--- src/rtl/seg7_pkg.sv ---
// Shared 7-segment definitions: segment vector type, hex glyph table and
// a decode helper reused by single-digit decoders and multi-digit scanners.
package seg7_pkg;

  localparam int SEG_W = 7;

  typedef logic [SEG_W-1:0] seg_t;

  localparam seg_t SEG_BLANK = 7'b0000000;

  // Active-high patterns, bit order {g,f,e,d,c,b,a}, indexed by hex value.
  localparam seg_t SEG_LUT [16] = '{
    7'b0111111, 7'b0000110, 7'b1011011, 7'b1001111,
    7'b1100110, 7'b1101101, 7'b1111101, 7'b0000111,
    7'b1111111, 7'b1101111, 7'b1110111, 7'b1111100,
    7'b0111001, 7'b1011110, 7'b1111001, 7'b1110001
  };

  // Unknown selects fall through to the default so a blank is shown, never X.
  function automatic seg_t hex2seg(input logic [3:0] sel);
    case (sel)
      4'h0:    return SEG_LUT[0];
      4'h1:    return SEG_LUT[1];
      4'h2:    return SEG_LUT[2];
      4'h3:    return SEG_LUT[3];
      4'h4:    return SEG_LUT[4];
      4'h5:    return SEG_LUT[5];
      4'h6:    return SEG_LUT[6];
      4'h7:    return SEG_LUT[7];
      4'h8:    return SEG_LUT[8];
      4'h9:    return SEG_LUT[9];
      4'hA:    return SEG_LUT[10];
      4'hB:    return SEG_LUT[11];
      4'hC:    return SEG_LUT[12];
      4'hD:    return SEG_LUT[13];
      4'hE:    return SEG_LUT[14];
      4'hF:    return SEG_LUT[15];
      default: return SEG_BLANK;
    endcase
  endfunction

endpackage

--- src/rtl/seg7_hex_lut.sv ---
// Purely combinational hex-to-segment lookup, active-high polarity.
module seg7_hex_lut
  import seg7_pkg::*;
(
  input  logic [3:0] sel,
  output seg_t       pattern
);

  always_comb begin
    pattern = SEG_BLANK;
    pattern = hex2seg(sel);
  end

endmodule

--- src/rtl/seg_7_1_decoder.sv ---
// Registered single-digit hex to 7-segment decoder with selectable pad polarity.
module seg_7_1_decoder
  import seg7_pkg::*;
#(
  parameter int unsigned ACTIVE_LOW = 0
) (
  input  logic       clk,
  input  logic       rst,
  input  logic [3:0] sel,
  output logic [6:0] segment
);

  localparam bit INVERT = (ACTIVE_LOW != 0);

  seg_t w_pattern_p0;
  seg_t w_drive_p0;
  seg_t w_blank;
  seg_t r_seg_p1;

  seg7_hex_lut u_lut (
    .sel     (sel),
    .pattern (w_pattern_p0)
  );

  // Common-anode pads want the complement of every bit, including blank.
  assign w_drive_p0 = INVERT ? ~w_pattern_p0 : w_pattern_p0;
  assign w_blank    = INVERT ? ~SEG_BLANK    : SEG_BLANK;

  // p0 -> p1: single output register feeding the pads
  always_ff @(posedge clk) begin
    if (rst) begin
      r_seg_p1 <= w_blank;
    end else begin
      r_seg_p1 <= w_drive_p0;
    end
  end

  assign segment = r_seg_p1;

endmodule

--- config.mk ---
export PLATFORM = sky130hd
export DESIGN_NAME = seg_7_1_decoder
export DESIGN_NICKNAME = d
export VERILOG_FILES = /design/src/rtl/seg7_pkg.sv /design/src/rtl/seg7_hex_lut.sv /design/src/rtl/seg_7_1_decoder.sv
export SDC_FILE = /design/constraint.sdc
export NUM_CORES = 1
export LEC_CHECK = 0
export ABC_AREA = 1
export BUFFER_PORTS_ARGS = -buffer_cell sky130_fd_sc_hd__buf_2
export CAP_MARGIN = 0
export CORE_AREA = 2 2 39 41
export DETAILED_ROUTE_END_ITERATION = 12
export DIE_AREA = 0 0 41 43
export SLEW_MARGIN = 20
export SYNTH_ARGS = -nofsm -noshare
export SYNTH_HDL_FRONTEND = slang
export SYNTH_SLANG_ARGS = --single-unit
--- constraint.sdc ---
create_clock -name clk -period 1.1 [get_ports clk]
set_input_delay 0.22 -clock clk [delete_from_list [all_inputs] [get_ports clk]]
set_output_delay 0.22 -clock clk [all_outputs]
set_load 0.01 [all_outputs]
# ---- Word level (Yosys, flattened, before mapping)
# Memories as Yosys holds them, arrays and structs flattened. A register that Yosys moved wholly into a read port is not among the register bits.
# Index checks and enable logic that the tools add are counted.
dict set report totals {
  latch_bits 0
  mem_bits_ro 112
  mem_bits_rw 0
  word_cells 1
  regBits 0
  mem_count 1
}
# name depth word_bits read_ports rd_ports_with_merged_regs wr line_no
set memory_table {}
lappend memory_table {{(no name shown)} 16 7 1 1 0 seg7_pkg.sv:21} ;# case (sel)
dict set report classes {
  n_eq_ne 0
  multipliers 0
  magnitude_cmp 0
  n_reduce_logical 0
  div_mod_pow 0
  n_mux 0
  n_shift 0
  n_addsub 0
  n_bitwise 0
}

# ---- Longest topological paths before layout
dict set report logic_depth {
  depth_word 0
  mapped_depth 6
  depth_no_buf 6
}

# ---- By module
# Synthesis repeated with hierarchy kept, for this count alone.
dict set report unflattened {
  hier_cells 73
  hier_area_um2 462.9
}
# module seq_area_each_um2 instances area_each_um2 cells_per_inst
set by_module_without_submodules {}
lappend by_module_without_submodules {seg7_hex_lut 0.0 1 270.3 52}
lappend by_module_without_submodules {seg_7_1_decoder 140.1 1 192.7 21}

# ---- Worst setup path after synthesis
# OpenSTA, ideal clock, no wires.
dict set report synth_path {
  path_type {input to register}
  start {in sel[0]}
  end {reg r_seg_p1[3], in the netlist segment[3]}
  t_required_ns 0.984
  path_stages 6
  setup_time_ns 0.116
  path_slack_ns 0.152
  n_path_buf 0
  t_arrival_ns 0.833
  cell_sequence {inv_1 > ha_1 > nand2_1 > nand2_1 > o21ai_0 > nor2_1}
}
# item line_no
set synth_lines {}
lappend synth_lines {{start, declared} seg_7_1_decoder.sv:9} ;# input logic [3:0] sel,
lappend synth_lines {{end, declared} seg_7_1_decoder.sv:18} ;# seg_t r_seg_p1;

# ---- Final worst setup path
dict set report layout_path {
  start {reg r_seg_p1[4], in the netlist segment[4]}
  end {out segment[4]}
}
# item line_no
set layout_lines {}
lappend layout_lines {{end, declared} seg_7_1_decoder.sv:10} ;# output logic [6:0] segment
# No word-level cell between the ends.

==> results.sh <==
export IMPL_via_count=375
export IMPL_crit_slowest_cell="dfxtp_1"
export IMPL_fillCellCount=147
export IMPL_syn_area_um2=411.6
export IMPL_grt_usage_pct=11.42
export IMPL_clockRootBuffer="clkbuf_4"
export IMPL_diodes=0
export IMPL_relSlewSlack_pct=88.30
export IMPL_fin_tns_setup_ns=0
export IMPL_cap_violations=0
export IMPL_die_area_um2=1763
export IMPL_wl_um=820
export IMPL_arrival_ns=0.67
export IMPL_wl_met1_um=372
export IMPL_largest_reg_flops=7
export IMPL_p_per_area_nw_per_um2=1170
export IMPL_crit_buf_inv=1
export IMPL_ant_nets=0
export IMPL_met2_length_um=411
export IMPL_gp_congestion=0.8218
export IMPL_cts_tree="done"
export IMPL_regArea_um2=140.1
export IMPL_outcome="finished, final reports clean"
export IMPL_crit_path_start_kind="flip-flop"
export IMPL_cts_setup_buffers=0
export IMPL_wl_met3_um=37
export IMPL_coreArea_um2=1384
export IMPL_synth_distinct_cells=13
export IMPL_grt_overflow_total=0
export IMPL_port_buffers=12
export IMPL_ys_seq_area_share_pct=34.04
export IMPL_rsz0062_at_grt="no"
export IMPL_cts_buffer_depth=2
export IMPL_grt_first_pass_wirelength_mm=1.290
export IMPL_fin_util_pct=40.14
export IMPL_die_x_um=41
export IMPL_hold_viol=0
export IMPL_critPathMaxFanout=1
export IMPL_routedWlPerCell_um=9.111
export IMPL_clk_pin_slew_ns=0.05
export IMPL_grt_antenna_before_repair=0
export IMPL_hpwlAfterDp_um=655.9
export IMPL_syn_avg_cell_area_um2=7.767
export IMPL_crit_required_ns=0.88
export IMPL_setup_violations=0
export IMPL_cts_resized=0
export IMPL_dieHeight_um=43
export IMPL_syn_nets=66
export IMPL_vias_per_cell=4.167
export IMPL_multiInputGateArea_um2=249.0
export IMPL_highest_layer="met3"
export IMPL_holdCritPathClass="primary input to flip-flop"
export IMPL_max_freq_mhz=1121
export IMPL_cts_made_buffers=3
export IMPL_h_tree_depth=1
export IMPL_ys_ff_latch=7
export IMPL_final_max_slew_viol_count=0
export IMPL_path_cells="buf_2"
export IMPL_design_portCount=13
export IMPL_first_iter_violations=7
export IMPL_layout_drive_gt1_share_pct=33.78
export IMPL_dr_pass1_iters=4
export IMPL_nets=88
export IMPL_area_growth_pct=34.95
export IMPL_worst_pin_slew_ns=0.1737
export IMPL_min_period_ns=0.8924
export IMPL_power_leakage_nw=0.2996
export IMPL_cts_hold_buf=0
export IMPL_initial_core_util_pct=29.75
export IMPL_max_stage_delay_ns=0.31
export IMPL_worstSetupPathType="flip-flop to output port"
export IMPL_fp_row_count=14
export IMPL_critPathCaptureType="output port"
export IMPL_yosysWarnings=0
export IMPL_ir_worst_vdd_mv=0.3028
export IMPL_grt_max_degree=8
export IMPL_route_detailed_drc=0
export IMPL_first_global_vias=318
export IMPL_cts_sinks=7
export IMPL_syn_inst=53
export IMPL_critPathTopFamily="flip-flops"
export IMPL_fin_crit_sh_pct=81.13
## report_power, final
group          leakage (nW)  internal (W)  switching, W
Clock                0.0150      0.000138     0.0000958
Combinational         0.226     0.0000600     0.0000777
Sequential           0.0587      0.000274    0.00000374
Total                 0.300      0.000473      0.000177
## final cells by class
class / instances / area share (%)
well taps: 16 / 3.604
clock buffers: 4 / 4.730
inverters: 6 / 4.054
repair buffers: 17 / 17.57
flip-flops and latches: 7 / 25.23
multi-input cells: 40 / 44.82
## cell families (layout without fill, tap and decap cells)
logic type                 count (synthesis)  after routing  synth area share [%]
AOI/OAI and AO/OA                          9              9                 11.85
adders and majority gates                  7              7                 21.28
buffers and inverters                      6             27                 5.471
and+or+nand+nor                           24             24                 27.35
DFF                                        7              7                 34.04
## Yosys cell counts
cell | count | area [um2]
nand2_1 | 12 | 45.04
dfxtp_1 | 7 | 140.1
ha_1 | 7 | 87.58
nor2_1 | 6 | 22.52
inv_1 | 5 | 18.77
a21oi_1 | 4 | 20.02
o21ai_0 | 4 | 20.02
nand3_1 | 3 | 15.01
a21oi_2 | 1 | 8.760
inv_2 | 1 | 3.750
nand2_2 | 1 | 6.260
nor2_4 | 1 | 11.26
nor3b_2 | 1 | 12.51
## cells in the final DEF, fill, tap and decap left out
| master | netlist | layout |
|---|---|---|
| a21oi_2 | 1 | 1 |
| buf_2 | 0 | 12 |
| ha_1 | 7 | 7 |
| nor3b_2 | 1 | 1 |
| a21oi_1 | 4 | 4 |
| nand3_1 | 3 | 3 |
| nand2_2 | 1 | 1 |
| dfxtp_1 | 7 | 7 |
| nand2_1 | 12 | 12 |
| inv_2 | 1 | 1 |
| nor2_1 | 6 | 6 |
| inv_1 | 5 | 5 |
| clkbuf_1 | 0 | 1 |
| clkbuf_4 | 0 | 3 |
| o21ai_0 | 4 | 4 |
| nor2_4 | 1 | 1 |
| buf_4 | 0 | 5 |
## worst paths after layout
path / from / end / slack, ns / depth (start not counted)
worst max-delay path: segment[4]$_SDFF_PP0_ / segment[4] / 0.21 / 1
worst min-delay path: rst / segment[0]$_SDFF_PP0_ / 0.19 / 2
## routing by layer
layer,up-vias,track usage (%)
met2,8,16.88
li1,210,-
met1,157,12.46
met5,-,0
met4,0,10.00
met3,0,3.141
## stage by stage
step / hold slack [ns] / setup WS [ns] / power, W / area, um2 / std cells
floorplan: 0.2824 / 0.1515 / 0.0003576 / 411.6 / 53
CTS: 0.1805 / 0.1929 / 0.0006600 / 555.5 / 90
global route: 0.1968 / 0.1484 / 0.0006973 / 555.5 / 90
detailed placement: 0.4552 / 0.0002428 / 0.0004220 / 529.3 / 86
finish: 0.1932 / 0.2076 / 0.0006498 / 555.5 / 90
global placement: 0.4614 / 0.005719 / 0.0004207 / 529.3 / 86
(Power assumes the default switching activity.)
